==> config.mk <==
export PLATFORM = sky130hd
export DESIGN_NAME = i2c_regfile_if
export DESIGN_NICKNAME = d
export VERILOG_FILES = /design/src/rtl/i2c_regfile_if_pkg.sv /design/src/rtl/i2c_regfile_if_evt_sync.sv /design/src/rtl/i2c_regfile_if.sv
export SDC_FILE = /design/constraint.sdc
export NUM_CORES = 1
export LEC_CHECK = 0
export BUFFER_PORTS_ARGS = -buffer_cell sky130_fd_sc_hd__buf_2
export CORE_ASPECT_RATIO = 0.6
export CORE_MARGIN = 2
export CORE_UTILIZATION = 45
export DETAILED_ROUTE_END_ITERATION = 16
export PLACE_DENSITY = 0.77
export SLEW_MARGIN = 20
export SYNTH_ARGS = -nofsm -noshare
export SYNTH_HDL_FRONTEND = slang
export SYNTH_SLANG_ARGS = --single-unit
==> constraint.sdc <==
create_clock -name clk -period 3.1 [get_ports clk]
set_input_delay 0 -clock clk [delete_from_list [all_inputs] [get_ports clk]]
set_output_delay 0 -clock clk [all_outputs]
set_load 0.005 [all_outputs]
==> src/rtl/i2c_regfile_if_pkg.sv <==
// rtl/i2c_regfile_if_pkg.sv - shared FSM state type and slave address for the I2C register file
package i2cregif_pkg;

    typedef enum logic [1:0] {
        IDLE = 2'd0,
        PTR  = 2'd1,
        DATA = 2'd2
    } state_t;

    localparam logic [6:0] DEF_SLAVE_ADDR = 7'b1010010;

endpackage

==> src/rtl/i2c_regfile_if_evt_sync.sv <==
// rtl/i2c_regfile_if_evt_sync.sv - 2-flop synchronizer with registered rise/fall pulses
module i2c_evt_sync (
    input  logic clk,
    input  logic rst_n,
    input  logic async_in,
    output logic sync_out,
    output logic rise,
    output logic fall
);

    logic meta_q;
    logic sync_q;
    logic prev_q;
    logic rise_q;
    logic fall_q;

    always_ff @(posedge clk or negedge rst_n) begin
        if (!rst_n) begin
            meta_q <= 1'b0;
            sync_q <= 1'b0;
            prev_q <= 1'b0;
            rise_q <= 1'b0;
            fall_q <= 1'b0;
        end else begin
            meta_q <= async_in;
            sync_q <= meta_q;
            prev_q <= sync_q;
            // Edge pulses are registered so downstream sees a clean one-cycle strobe
            rise_q <= sync_q & ~prev_q;
            fall_q <= prev_q & ~sync_q;
        end
    end

    assign sync_out = sync_q;
    assign rise     = rise_q;
    assign fall     = fall_q;

endmodule

==> src/rtl/i2c_regfile_if.sv <==
// rtl/i2c_regfile_if.sv - register file behind an I2C slave core; I2CREGIF_READBACK_EN enables master reads
import i2cregif_pkg::*;

module i2c_regfile_if #(
    parameter int          REGBITS   = 2,
    parameter int          AUTOINC   = 1,
    parameter logic [7:0]  RESET_VAL = 8'h00
) (
    input  logic                      clk,
    input  logic                      rst_n,
    input  logic                      i2c_start,
    input  logic                      i2c_stop,
    input  logic                      i2c_data_vld,
    input  logic                      r_w,
    input  logic [7:0]                data_out,
    output logic [7:0]                data_in,
    output logic [(2**REGBITS)*8-1:0] regFile,
    output logic [REGBITS-1:0]        regAddr,
    output logic                      regDataValid
);

    localparam int NREGS = 2**REGBITS;

    logic [1:0]         rst_pipe;
    logic               rst_int_n;
    logic               start_lvl, start_rise, start_fall;
    logic               stop_lvl, stop_rise, stop_fall;
    logic               vld_lvl, vld_rise, vld_fall;
    logic               rw_lvl, rw_rise, rw_fall;
    logic               rd_req;
    logic               rd_q;
    logic               strobe_q;
    logic [7:0]         byte_q;
    logic [REGBITS-1:0] ptr;
    logic [REGBITS-1:0] ptr_next;
    logic [REGBITS-1:0] reg_addr_q;
    logic [7:0]         regs [NREGS];
    state_t             state;
    logic               evt_unused;

    // Reset asserts immediately but releases in step with clk
    always_ff @(posedge clk or negedge rst_n) begin
        if (!rst_n) begin
            rst_pipe <= 2'b00;
        end else begin
            rst_pipe <= {rst_pipe[0], 1'b1};
        end
    end

    assign rst_int_n = rst_pipe[1];

    i2c_evt_sync u_sync_start (
        .clk      (clk),
        .rst_n    (rst_int_n),
        .async_in (i2c_start),
        .sync_out (start_lvl),
        .rise     (start_rise),
        .fall     (start_fall)
    );

    i2c_evt_sync u_sync_stop (
        .clk      (clk),
        .rst_n    (rst_int_n),
        .async_in (i2c_stop),
        .sync_out (stop_lvl),
        .rise     (stop_rise),
        .fall     (stop_fall)
    );

    i2c_evt_sync u_sync_vld (
        .clk      (clk),
        .rst_n    (rst_int_n),
        .async_in (i2c_data_vld),
        .sync_out (vld_lvl),
        .rise     (vld_rise),
        .fall     (vld_fall)
    );

    i2c_evt_sync u_sync_rw (
        .clk      (clk),
        .rst_n    (rst_int_n),
        .async_in (r_w),
        .sync_out (rw_lvl),
        .rise     (rw_rise),
        .fall     (rw_fall)
    );

`ifdef I2CREGIF_READBACK_EN
    assign rd_req     = rw_lvl;
    assign evt_unused = &{start_rise, stop_rise, stop_fall, vld_rise, rw_rise, rw_fall};
`else
    assign rd_req     = 1'b0;
    assign evt_unused = &{start_rise, stop_rise, stop_fall, vld_rise, rw_rise, rw_fall, rw_lvl};
`endif

    // The byte is held while the synchronized valid is high, so the last sample precedes vld_fall
    always_ff @(posedge clk or negedge rst_int_n) begin
        if (!rst_int_n) begin
            byte_q <= 8'h00;
        end else if (vld_lvl) begin
            byte_q <= data_out;
        end
    end

    assign ptr_next = (AUTOINC != 0) ? ptr + 1'b1 : ptr;

    // A start level (or stop level) holds the FSM in IDLE; the falling start edge launches the transaction
    always_ff @(posedge clk or negedge rst_int_n) begin
        if (!rst_int_n) begin
            state      <= IDLE;
            ptr        <= '0;
            reg_addr_q <= '0;
            strobe_q   <= 1'b0;
            rd_q       <= 1'b0;
            for (int k = 0; k < NREGS; k++) begin
                regs[k] <= RESET_VAL;
            end
        end else begin
            strobe_q <= 1'b0;
            if (start_lvl || stop_lvl) begin
                state <= IDLE;
            end else begin
                case (state)
                    IDLE: begin
                        if (start_fall) begin
                            rd_q  <= rd_req;
                            state <= rd_req ? DATA : PTR;
                        end
                    end
                    PTR: begin
                        if (vld_fall) begin
                            ptr   <= byte_q[REGBITS-1:0];
                            state <= DATA;
                        end
                    end
                    DATA: begin
                        if (vld_fall) begin
                            if (!rd_q) begin
                                regs[ptr]  <= byte_q;
                                reg_addr_q <= ptr;
                                strobe_q   <= 1'b1;
                            end
                            ptr <= ptr_next;
                        end
                    end
                    default: state <= IDLE;
                endcase
            end
        end
    end

`ifdef I2CREGIF_READBACK_EN
    logic [7:0] data_in_q;

    always_ff @(posedge clk or negedge rst_int_n) begin
        if (!rst_int_n) begin
            data_in_q <= RESET_VAL;
        end else begin
            data_in_q <= regs[ptr];
        end
    end

    assign data_in = data_in_q;
`else
    assign data_in = 8'h00;
`endif

    genvar g;
    generate
        for (g = 0; g < NREGS; g++) begin : g_regfile
            assign regFile[8*g +: 8] = regs[g];
        end
    endgenerate

    assign regAddr      = reg_addr_q;
    assign regDataValid = strobe_q;

endmodule
# Yosys cells after proc, flatten, opt, wreduce, memory -nomap -nowiden
# Cells that the tools add are included.
[classes]
add_sub_neg = 1
n_lt_le_gt_ge = 2
n_eq_ne = 7
mux = 13
n_bitwise = 6
n_reduce_logical = 7
[ops]
columns = ["cell", "n"]
rows = [
  ["32-bit bitwise mux", 1],
  ["8-bit demux with 2-bit select", 1],
  ["2-bit two-way mux", 5],
  ["8-bit two-way mux", 1],
  ["3-bit by 2-bit inequality test with 1-bit output (second input constant)", 2],
  ["2-bit one-hot mux with 3 select lines", 1],
  ["3-bit AND reduction", 2],
  ["2-bit by 1-bit inequality test with 1-bit output (second input constant)", 2],
  ["2-bit one-hot mux with 2 select lines", 1],
  ["4-bit AND reduction", 1],
  ["3-bit >= comparator (second input constant)", 1],
  ["3-bit by 1-bit < comparator with 1-bit output (second input constant)", 1],
  ["1-bit two-way mux", 3],
  ["1-bit NOT", 3],
  ["2-bit NOT with 3-bit output", 1],
  ["2-bit by 1-bit adder with 2-bit output (second input constant)", 1],
  ["1-bit bitwise AND", 2],
  ["2-bit by 1-bit == test with 1-bit output (second input constant)", 1],
  ["2-bit == test (second input constant)", 1],
  ["2-bit zero test", 1],
  ["2-bit inequality test (second input constant)", 1],
  ["2-bit nonzero test", 1],
  ["1-bit logical AND", 1],
  ["1-bit logical OR", 1],
]
[word_totals]
ff_bits = 59
input_bits = 14
out_inout_bits = 43
elab_cells = 56

# Longest topological paths before layout
[logic_depth]
word_depth = 6
ltp_mapped = 5

# Cells and area by module
# From an unflattened synthesis, not the netlist that was laid out.
[unflattened]
cells_unflattened = 156
area_unflattened_um2 = 2653.8
[by_module_without_submodules]
columns = ["module", "n_inst", "cells_per_inst", "area_each_um2", "seq_area_each_um2"]
rows = [
  ["i2c_regfile_if", 1, 135, 2233.4, 1226.2],
  ["i2c_evt_sync", 3, 7, 140.1, 125.1],
]

# Least setup slack after synthesis
# Ideal clock, no wire load.
[synth_path]
path_type = "register -> register"
startpoint = "register state[1]"
endpoint = "register regs (netlist bit regFile[24])"
setup_ns = 0.125
t_arrival_ns = 1.225
required_time_ns = 2.975
slack_ns = 1.750
path_stages_with_launch = 6
synth_period_minus_slack_ns = 1.350
cell_sequence = "dfrtp_1 buf_4 nor2b_2 buf_6 nand3_4 mux2_2"
[synth_between]
elab_chain_len = 2
[synth_lines]
columns = ["item", "line", "source"]
rows = [
  ["start: declaration", "i2c_regfile_if.sv:38", "state_t state;"],
  ["start signal: assignment", "i2c_regfile_if.sv:127", "state <= rd_req ? DATA : PTR;"],
  ["2-bit == test", "i2c_regfile_if.sv:123", "case (state)"],
  ["3-bit AND reduction (no source line)", "--", ""],
  ["end signal: indexed assignment", "i2c_regfile_if.sv:139", "regs[ptr] <= byte_q;"],
  ["end: declaration", "i2c_regfile_if.sv:37", "logic [7:0] regs [NREGS];"],
]
# No other way between the ends.
# A chain may end at the register's enable or synchronous reset.

# Final worst setup path
[layout_path]
startpoint = "register u_sync_start.sync_q (netlist: u_sync_start.sync_out)"
endpoint = "register regs (netlist bit regFile[2])"
[layout_between]
elab_chain_len = 3
[layout_lines]
columns = ["item", "line", "source"]
rows = [
  ["start: declaration", "i2c_regfile_if_evt_sync.sv:12", "logic sync_q;"],
  ["start signal: assignment", "i2c_regfile_if_evt_sync.sv:26", "sync_q <= meta_q;"],
  ["1-bit logical OR", "i2c_regfile_if.sv:120", "if (start_lvl || stop_lvl) begin"],
  ["1-bit NOT (no source line)", "--", ""],
  ["3-bit AND reduction (no source line)", "--", ""],
]
# No other way between the ends.

==> metrics.md <==
| Metric | Value |
|---|---|
| Outcome | `complete, no violations` |
| Commonest non-fill, non-tap cell in the layout | `dfrtp_1` |
| HPWL after detailed placement | `2838 um` |
| GP Congestion | `0.9005` |
| Longest Clk Path Bufs | `2` |
| Ratio of cells with drive above 1 in the final layout | `52.04%` |
| Detail Route Antenna Nets | `0` |
| Clock sink count | `59` |
| Area after DPL | `roughly 2600 um2` |
| Most frequent cells in the layout | `dfrtp_1, buf_2, mux2_2` |
| Core Region | `5055 um2` |
| Power Dens Cells | `roughly 540 nW/um2` |
| IO Port Bufs | `47` |
| CTS Buf Count | `9` |
| Crit path required time | `3.31 ns` |
| Final core occ | `58.02%` |
| Worst-Margin Slew | `0.9443 ns` |
| CP Launch Type | `flop` |
| Gr usage total | `16.48%` |
| Synth warn | `0` |
| Vias per cell | `4.690` |
| Number of global-route vias before repair | `1373` |
| Final Max Tran Viols | `0` |
| First-pass detailed-route iteration total | `4` |
| Layout area overhead | `24.81%` |
| Final WS setup | `between 1 and 1.5 ns` |
| Post-synthesis cell type count | `26` |
| Grt ovf | `0` |
| Synth area leader | `dfrtp_1` |
| Unrepaired setup endpoints after global routing | `false` |
| Crit Path Category | `flop to flop` |
| CP cell instances | `nor3b_2, nand3_4, mux2_4` |
| Count of flip-flops with a built-in enable after synthesis | `0` |
| Initial antenna violation count | `0` |
| Inserted Diodes | `0` |
| Max Freq | `502.7 MHz` |
| Routed wire per std cell | `14.44 um` |
| Fin area | `between 2000 and 3000 um2` |
| Sequential fraction of the synthesis area | `between 60% and 70%` |
| Die area | `5835 um2` |
| Top-area cell type share of the netlist area | `62.83%` |
| H-tree Lvls | `3` |
| Relative slew slack | `36.77%` |
| Syn_area_per_cell | `about 16 um2` |
| # nets final | `234` |
| Largest net degree at the start of global routing | `34` |
| Final setup viols | `0` |
| TritonCTS clock tree | `yes` |
| Via count | `1346` |
| Routed WL | `4144 um` |
| Leak Pwr | `0.001567 uW` |
| Die height | `59.98 um` |
| Initial Utilization | `46.49%` |
| Die W | `97.29 um` |
| Critical path fanouts, max | `9` |
| Num ports | `57` |
| Synth area leaders | `dfrtp_1, mux2_2, nand3_4` |
| Final setup TNS | `0 ns` |
| Critical path data arrival time | `2.20 ns` |
| Worst vdd ir | `about 0.34 mV` |
| CTS root buf | `clkbuf_8` |
| Period utilisation layout | `about 64%` |
| Slowest CP cell | `nor3b_2` |
| Max cap viols | `0` |
| Drt initial violations | `33` |
| Max stage delay on crit path | `0.78 ns` |
| First-pass GRT wire length | `6851 um` |
| Crit path time final | `1.989 ns` |
| Mapped cell area | `2350 um2` |
| Fin. Hold Viols | `0` |
| DRC violations left | `0` |
| Worst-path clk slew | `0.07 ns` |
| Top_reg_cell synth | `dfrtp_1` |
| Clock Latency Late Sink | `0.33 ns` |
| Place WS | `1.111 ns` |
| Fraction of registers with async set or reset after synthesis | `100.0%` |
| Flops & latches, synth | `a little under 60` |
| Clock skew | `0.006971 ns` |
| Syn Inst Count | `around 150` |
| CP endpoint kind | `flop` |
| Cell Rows | `20` |
| Hold crit path type | `input port to flop` |
## layout make-up
class,instances,area [um2]
clock inverters,5,52.55
inverters,4,15.01
clock buffers,11,141.4
multi-input cells,81,790.8
flip-flops and latches,59,1478
fillers,427,2122
well taps,66,82.58
repair buffers,61,372.9
## per-layer routing
| layer | wire, um | vias to the layer above | GRT usage (%) |
|---|---|---|---|
| met2 | 1810 | 48 | 23.21 |
| li1 | - | 636 | - |
| met3 | 333 | 0 | 10.88 |
| met5 | 0 | - | 0 |
| met1 | 2000 | 662 | 20.70 |
| met4 | 0 | 0 | 5.357 |
## path summary, 6_finish.rpt
| check | start | slack, ns | cells past startpoint | end |
|---|---|---|---|---|
| min in group asynchronous | rst_pipe[1] | 0.32 | 0 | regFile[19] |
| worst max register to register | u_sync_start.sync_out | 1.11 | 3 | regFile[2] |
| worst min-delay path | i2c_start | 0.31 | 2 | u_sync_start.meta_q |
| worst max-delay path | u_sync_start.sync_out | 1.11 | 3 | regFile[2] |
| max in group asynchronous | rst_pipe[1] | 2.00 | 1 | regAddr[1] |
| worst min register to register | rst_pipe[1] | 0.32 | 0 | regFile[19] |
## sequential cells by signal, indices dropped and copies added, names as in the netlist, 2 cells and up
name	count
ptr	2
state	2
regFile	32
byte_q	8
regAddr	2
rst_pipe	2
## critical path, delay by kind of cell, from the launching register on
family,cells,cell delay (ns)
flip-flops,1,0.44
multiplexers,1,0.36
AND/OR/NAND/NOR,2,1.07
## power breakdown
group	internal [uW]	total (uW)	switching, uW
Combinational	39.6	68.6	28.9
Clock	389	674	285
Sequential	794	827	33.1
## cell usage after synthesis, drive strengths merged, types with 2 or more instances
| cell type | instances |
|---|---|
| dfrtp | 59 |
| mux2 | 41 |
| buf | 11 |
| ha | 4 |
| inv | 4 |
| nand3 | 4 |
| a211oi | 3 |
| nor2b | 3 |
| a21oi | 2 |
| a22o | 2 |
| conb | 2 |
| nor2 | 2 |
| nor3 | 2 |
## through the flow
step                total power [uW]  hold slack (ns)  instances
floorplan                      881.7          -0.2956        156
global placement               897.9          -0.2130        258
detailed placement             899.4          -0.2124        258
CTS                             1593           0.2763        287
global route                    1647           0.2756        287
finish                          1569           0.3084        287
## logic make-up after synthesis
| group | synth area share (%) |
|---|---|
| AND/OR/NAND/NOR | 6.816 |
| buffers and inverters | 4.632 |
| other | 0.3196 |
| flip-flops | 62.83 |
| adder cells (fa/ha/maj) | 2.130 |
| multiplexers | 20.71 |
| AO/OA/AOI/OAI | 2.556 |
## repair_timing
item,CTS,global route
resized for setup,0,0
setup buffers,0,0
hold endpoints to repair,13,0
hold buffers,13,0
Power figures use the tool's default switching activity.
